<file path="src/rtl/seg7_pkg.sv">
// Shared types, register map and hex decoder for the seven-segment scanner.
// SEG7_PWM_EN (optional) enables brightness gating of the lit window.
package seg7_pkg;

    localparam logic [1:0] ADDR_DIGITS = 2'd0;
    localparam logic [1:0] ADDR_ENABLE = 2'd1;
    localparam logic [1:0] ADDR_DP     = 2'd2;
    localparam logic [1:0] ADDR_STATUS = 2'd3;

    typedef logic [3:0] nibble_t;
    typedef logic [6:0] seg_t;

    // Active-low segments, bit6=CA ... bit0=CG
    function automatic seg_t hex_decode(input nibble_t n);
        seg_t s;
        case (n)
            4'h0: s = 7'h01;
            4'h1: s = 7'h4F;
            4'h2: s = 7'h12;
            4'h3: s = 7'h06;
            4'h4: s = 7'h4C;
            4'h5: s = 7'h24;
            4'h6: s = 7'h20;
            4'h7: s = 7'h0F;
            4'h8: s = 7'h00;
            4'h9: s = 7'h04;
            4'hA: s = 7'h08;
            4'hB: s = 7'h60;
            4'hC: s = 7'h31;
            4'hD: s = 7'h42;
            4'hE: s = 7'h30;
            default: s = 7'h38;
        endcase
        return s;
    endfunction

endpackage

</file>
<file path="src/rtl/seg7_scan_ctrl_slot_timer.sv">
// Slot/digit counters, frame wrap strobe and lit-window compare.
// SEG7_PWM_EN adds a brightness-scaled lit window.
module seg7_slot_timer
    import seg7_pkg::*;
#(
    parameter int CLK_DIV      = 12500,
    parameter int BLANK_CYCLES = 250
) (
    input  logic       clk,
    input  logic       rst,
`ifdef SEG7_PWM_EN
    input  logic [3:0] bright,
`endif
    output logic [2:0] index,
    output logic       lit,
    output logic       wrap
);

    localparam logic [15:0] LAST  = 16'(CLK_DIV - 1);
    localparam logic [15:0] BLANK = 16'(BLANK_CYCLES);

    logic [15:0] cnt_q, cnt_d;
    logic [2:0]  idx_q, idx_d;
    logic        slot_end;

    // Next-state for the slot counter and digit index
    always_comb begin
        slot_end = (cnt_q == LAST);
        cnt_d    = slot_end ? 16'd0 : cnt_q + 16'd1;
        idx_d    = slot_end ? idx_q + 3'd1 : idx_q;
    end

    // Counter state
    always_ff @(posedge clk or posedge rst) begin
        if (rst) begin
            cnt_q <= 16'd0;
            idx_q <= 3'd0;
        end else begin
            cnt_q <= cnt_d;
            idx_q <= idx_d;
        end
    end

    assign index = idx_q;
    assign wrap  = slot_end && (idx_q == 3'd7);

`ifdef SEG7_PWM_EN
    localparam int SPAN  = (CLK_DIV - BLANK_CYCLES) / 16;
    localparam int SHIFT = (SPAN < 2) ? 0 : $clog2(SPAN + 1) - 1;

    logic [15:0] ofs;

    // Lit once blanking ends, until the brightness-scaled limit
    always_comb begin
        ofs = cnt_q - BLANK;
        lit = (cnt_q >= BLANK) && ((ofs >> SHIFT) <= {12'd0, bright});
    end
`else
    assign lit = (cnt_q >= BLANK);
`endif

endmodule

</file>
<file path="src/rtl/seg7_scan_ctrl.sv">
// Eight-digit seven-segment scan controller with double-buffered digits.
// SEG7_PWM_EN enables the brightness register at address 3.
module seg7_scan_ctrl
    import seg7_pkg::*;
#(
    parameter int CLK_DIV      = 12500,
    parameter int BLANK_CYCLES = 250
) (
    input  logic        clk,
    input  logic        rst,
    input  logic        reg_we,
    input  logic [1:0]  reg_addr,
    input  logic [31:0] reg_wdata,
    output logic [31:0] reg_rdata,
    output logic [7:0]  an_n,
    output logic [6:0]  seg_n,
    output logic        dp_n,
    output logic        frame_tick
);

    logic [31:0] shadow_q, shadow_d;
    logic [31:0] active_q, active_d;
    logic [7:0]  enable_q, enable_d;
    logic [7:0]  dp_q, dp_d;
    logic        pending_q, pending_d;
    logic [7:0]  an_n_q, an_n_d;
    seg_t        seg_n_q, seg_n_d;
    logic        dp_n_q, dp_n_d;
    logic        tick_q, tick_d;
    logic [31:0] rdata_q, rdata_d;
    logic [3:0]  bright_rd;

    logic [2:0]  index;
    logic        lit;
    logic        wrap;
    logic        on;
    nibble_t     cur;

`ifdef SEG7_PWM_EN
    logic [3:0] bright_q, bright_d;
`endif

    seg7_slot_timer #(
        .CLK_DIV      (CLK_DIV),
        .BLANK_CYCLES (BLANK_CYCLES)
    ) u_timer (
        .clk    (clk),
        .rst    (rst),
`ifdef SEG7_PWM_EN
        .bright (bright_q),
`endif
        .index  (index),
        .lit    (lit),
        .wrap   (wrap)
    );

`ifdef SEG7_PWM_EN
    assign bright_rd = bright_q;
`else
    assign bright_rd = 4'hF;
`endif

    // Register writes, frame commit and read mux
    always_comb begin
        shadow_d  = shadow_q;
        active_d  = active_q;
        enable_d  = enable_q;
        dp_d      = dp_q;
        pending_d = pending_q;
`ifdef SEG7_PWM_EN
        bright_d  = bright_q;
`endif
        // Commit sees pre-write shadow; a same-cycle write re-arms pending
        if (wrap && pending_q) begin
            active_d  = shadow_q;
            pending_d = 1'b0;
        end
        if (reg_we) begin
            unique case (reg_addr)
                ADDR_DIGITS: begin
                    shadow_d  = reg_wdata;
                    pending_d = 1'b1;
                end
                ADDR_ENABLE: enable_d = reg_wdata[7:0];
                ADDR_DP:     dp_d     = reg_wdata[7:0];
                ADDR_STATUS: begin
`ifdef SEG7_PWM_EN
                    bright_d = reg_wdata[3:0];
`endif
                end
            endcase
        end
        unique case (reg_addr)
            ADDR_DIGITS: rdata_d = shadow_q;
            ADDR_ENABLE: rdata_d = {24'd0, enable_q};
            ADDR_DP:     rdata_d = {24'd0, dp_q};
            ADDR_STATUS: rdata_d = {23'd0, pending_q, index,
                                    bright_rd, 1'b0};
        endcase
    end

    // Display drive for the current slot
    always_comb begin
        cur      = active_q[{index, 2'b00} +: 4];
        on       = enable_q[index] && lit;
        an_n_d   = 8'hFF;
        if (on) an_n_d[index] = 1'b0;
        seg_n_d  = on ? hex_decode(cur) : 7'h7F;
        dp_n_d   = ~(dp_q[index] && on);
        tick_d   = wrap;
    end

    // Register and output state
    always_ff @(posedge clk or posedge rst) begin
        if (rst) begin
            shadow_q  <= 32'd0;
            active_q  <= 32'd0;
            enable_q  <= 8'h00;
            dp_q      <= 8'h00;
            pending_q <= 1'b0;
            an_n_q    <= 8'hFF;
            seg_n_q   <= 7'h7F;
            dp_n_q    <= 1'b1;
            tick_q    <= 1'b0;
            rdata_q   <= 32'd0;
        end else begin
            shadow_q  <= shadow_d;
            active_q  <= active_d;
            enable_q  <= enable_d;
            dp_q      <= dp_d;
            pending_q <= pending_d;
            an_n_q    <= an_n_d;
            seg_n_q   <= seg_n_d;
            dp_n_q    <= dp_n_d;
            tick_q    <= tick_d;
            rdata_q   <= rdata_d;
        end
    end

`ifdef SEG7_PWM_EN
    // Brightness register, full on after reset
    always_ff @(posedge clk or posedge rst) begin
        if (rst) bright_q <= 4'hF;
        else     bright_q <= bright_d;
    end
`endif

    assign an_n       = an_n_q;
    assign seg_n      = seg_n_q;
    assign dp_n       = dp_n_q;
    assign frame_tick = tick_q;
    assign reg_rdata  = rdata_q;

endmodule
</file>
<file path="config.mk">
export PLATFORM = sky130hd
export DESIGN_NAME = seg7_scan_ctrl
export DESIGN_NICKNAME = d
export VERILOG_FILES = /design/src/rtl/seg7_pkg.sv /design/src/rtl/seg7_scan_ctrl_slot_timer.sv /design/src/rtl/seg7_scan_ctrl.sv
export SDC_FILE = /design/constraint.sdc
export NUM_CORES = 1
export LEC_CHECK = 0
export BUFFER_PORTS_ARGS = -buffer_cell sky130_fd_sc_hd__buf_2
export CAP_MARGIN = 15
export CORE_MARGIN = 2
export CORE_UTILIZATION = 50
export CTS_CLUSTER_SIZE = 28
export DETAILED_ROUTE_END_ITERATION = 16
export GPL_TIMING_DRIVEN = 0
export PLACE_DENSITY = 0.82
export SYNTH_ARGS = -nofsm -noshare
export SYNTH_HDL_FRONTEND = slang
export SYNTH_SLANG_ARGS = --single-unit
</file>
<file path="constraint.sdc">
create_clock -name clk -period 6 [get_ports clk]
set_input_delay 0.3 -clock clk [delete_from_list [all_inputs] [get_ports clk]]
set_output_delay 0.3 -clock clk [all_outputs]
set_load 0.05 [all_outputs]
</file>
==> impl_results.md <==
- Status: finished with violations
- Violated checks: hold timing
- CTS Buffer Depth: 2
- Vias: 4014
- Primary FF master, synth: dfrtp_1
- RSZ-0062 raised after global routing: false
- Switching power: 603.9 uW
- Cell row count: 40
- Peak VDD IR: 0.2303 mV
- Worst min-delay path category: input port to async pin
- Initial core utilization: 51.66%
- Pwr Density: 327.9 nW/um2
- Die Wd: 116.1 um
- Worst path arrival time: 3.11 ns
- Commonest cells after routing, fill and taps aside: 133 x dfrtp_1, 92 x buf_2, 88 x mux2_2
- Yosys top cell area share: 52.98%
- Core footprint: 12160 um2
- CTS Sinks: 149
- Setup Buffers After CTS: 0
- Antenna violations before repair: 0
- Share of cells above drive strength 1: 43.89%
- Crit-path max FO: 10
- Syn Area/Cell: 13.99 um2
- Post-Syn Area: 6282 um2
- IO Count: 86
- R2R Setup Slk: 3.23 ns
- Area contributors post-synth: dfrtp_1 53%, mux2_2 16%, dfstp_2 6.7%
- Number of antenna diodes: 0
- Finish-stage setup viols: 0
- Final wirelength: 13.21 mm
- Final setup TNS: 0 ns
- Synth warn: 0
- Critical Path End Type: flop
- Reg2Reg Depth: 9
- Synth Net Count: 496
- GRT overflow: 0
- Htree depth: 4
- Die H: 116.1 um
- CTS tree: done
- Startpoint Class: flop
- Vias in the first global route: 4117
- Clock network fraction of total power: 43.3%
- EDFF count, synth: 0
- Port-buffer cells: 85
- Switching Fraction: 24.39%
- Crit path kind: flop to flop
- Largest net degree at the start of global routing: 78
- Commonest non-fill, non-tap cell in the layout: dfrtp_1
- Flop pwr share: 46.4%
- DRC violations left: 0
- Cts bufs inserted: 17
- DR WL/cell: 18.02 um
- Max frequency: 0.3607 GHz
- DP Wirelength: 9.292 mm
- Final max-slew violation count: 0
- Filler cells: 905
- Hold_buf cts: 0
- Post-synthesis cell type count: 53
- Dpl cells: 703
- Area leader, netlist: dfrtp_1
- Clock Pin Slew Worst Setup and Hold Paths: 0.06 ns
- Cts repair resizes: 0
- Ys async rst share: 100.0%
- Leak Pwr: 3.556 nW
- Final period utilization: 46.20%
- Hold Vio Cnt, Final: 33
- # Max-Cap Violations: 0
- Worst endpoint required time: 6.34 ns
- Largest stage delay, worst path: 0.44 ns
- DRT iter0 DRCs: 188
- Cells after Synth: 449
- First-pass GRT wire length: 21.54 mm
- Tmin final: 2.772 ns
- Total GRT Usage: 21.45%
- Area growth syn-to-layout: 20.18%
- Comb pwr share: 10.2%
- Final antenna-violating net count: 0
- Total power: 2.476 mW
- Sequence of cells on the critical path: buf_2 -> buf_2 -> mux4_2 -> mux2i_1 -> inv_2 -> ha_1 -> nand2_1 -> o21ai_1 -> a221o_1
- Post-layout util: 62.08%
- Final std cells w/o fill: 733
- Crit-path slowest cell: mux2i_1
- Clock root buffer: clkbuf_16
- Synthesized flop and latch total: 149
- Relative slew margins: 49.51%
- Gp weighted congestion: 0.8023
- DIE AREA: 13480 um2
- Initial DRT Pass Iterations: 4
- Slew at the pin closest to its max-slew limit: 0.7382 ns
- Hold Slack: -0.02280 ns
- Int Power: 1.872 mW
- FF-to-FF Start: u_timer.index[1]
- Net count reported at finish: 601
- Skew-Pair Late Insertion Delay: 0.42 ns
- Vias/cell: 5.476
- Worst Skew: 0.008891 ns
- Critical Path Most Common Cell: buf_2
- Sequential cell area fraction in the yosys report: 59.67%
- Crit Reg-Reg Endpoint: seg_n[1]
-- critical path: cells and delay by family, from the launching register on --
family | cells | cell delay (ns)
and+or+nand+nor | 1 | 0.12
adders and majority gates | 1 | 0.23
buffers and inverters | 3 | 0.73
AOI/OAI and AO/OA | 2 | 0.40
muxes | 2 | 0.83
DFF | 1 | 0.37
-- worst max path at each step --
stage                           startpoint     endpoint  depth (start not counted)  slack (ns)
after global routing      u_timer.index[1]     seg_n[1]                          9        3.09
after detailed placement  u_timer.index[1]     seg_n[1]                          9        3.31
after global placement                 rst  shadow_q[1]                          2        0.40
after floorplan                        rst  active_q[0]                          1        1.72
final                     u_timer.index[1]     seg_n[1]                          9        3.23
after CTS                 u_timer.index[1]     seg_n[1]                          9        3.28
-- stage by stage --
stage	setup WS, ns	instance area [um2]
floorplan	1.718	6282
global placement	0.3991	6918
detailed placement	3.310	6950
CTS	3.281	7550
global route	3.090	7550
finish	3.228	7550
-- synth_stat cells, drive strengths merged (7+ instances only) --
master    n
and2     24
buf      13
clkbuf    9
dfrtp   133
dfstp    16
ha       10
inv       9
mux2     89
mux2i     7
mux4      9
nand2    17
nand3     7
nand4     8
nor2     20
nor3      7
xnor2     8
-- power by group through the flow --
| stage | logic, mW | clock network (mW) | registers [mW] |
|---|---|---|---|
| finish | 0.254 | 1.07 | 1.15 |
| global route | 0.274 | 1.14 | 1.16 |
| global placement | 0.246 | 0 | 1.16 |
| floorplan | 0.115 | 0 | 1.22 |
| CTS | 0.258 | 1.09 | 1.15 |
| detailed placement | 0.255 | 0 | 1.16 |
-- flip-flops by register name, indices dropped and copies added (netlist names) --
name,cells
reg_rdata,32
dp_q,8
shadow_q,32
seg_n,7
active_q,32
enable_q,8
u_timer.cnt_q,16
frame_tick,1
dp_n,1
u_timer.index,3
an_n,8
pending_q,1
-- metal layers --
layer / global-route usage [%] / wire length (um)
met2: 35.98 / 6703
met3: 5.656 / 697
met4: 7.143 / 169
met1: 27.41 / 5636
met5: 0 / 0
-- cell families after synthesis --
| kind of cell | after synthesis | share of synthesized area (%) |
|---|---|---|
| AOI/OAI and AO/OA | 36 | 4.461 |
| and+or+nand+nor | 104 | 8.962 |
| DFF | 149 | 59.67 |
| adders and majority gates | 10 | 1.992 |
| muxes | 105 | 20.61 |
| buffers and inverters | 31 | 2.350 |
| xor gates and xnor gates | 14 | 1.952 |
-- cell type report --
cell class                 count  area (um2)  area share (%)
clock inverter                 8       125.1           1.657
timing repair buffer          86       452.9           5.999
sequential                   149        3749           49.65
tap                          168       210.2           2.784
clock buffer                  22       474.2           6.281
buffer                        22       113.9           1.508
inverter                       9       38.79          0.5138
multi-input combinational    269        2386           31.60
Note: power is estimated with default switching activity, not from simulation.
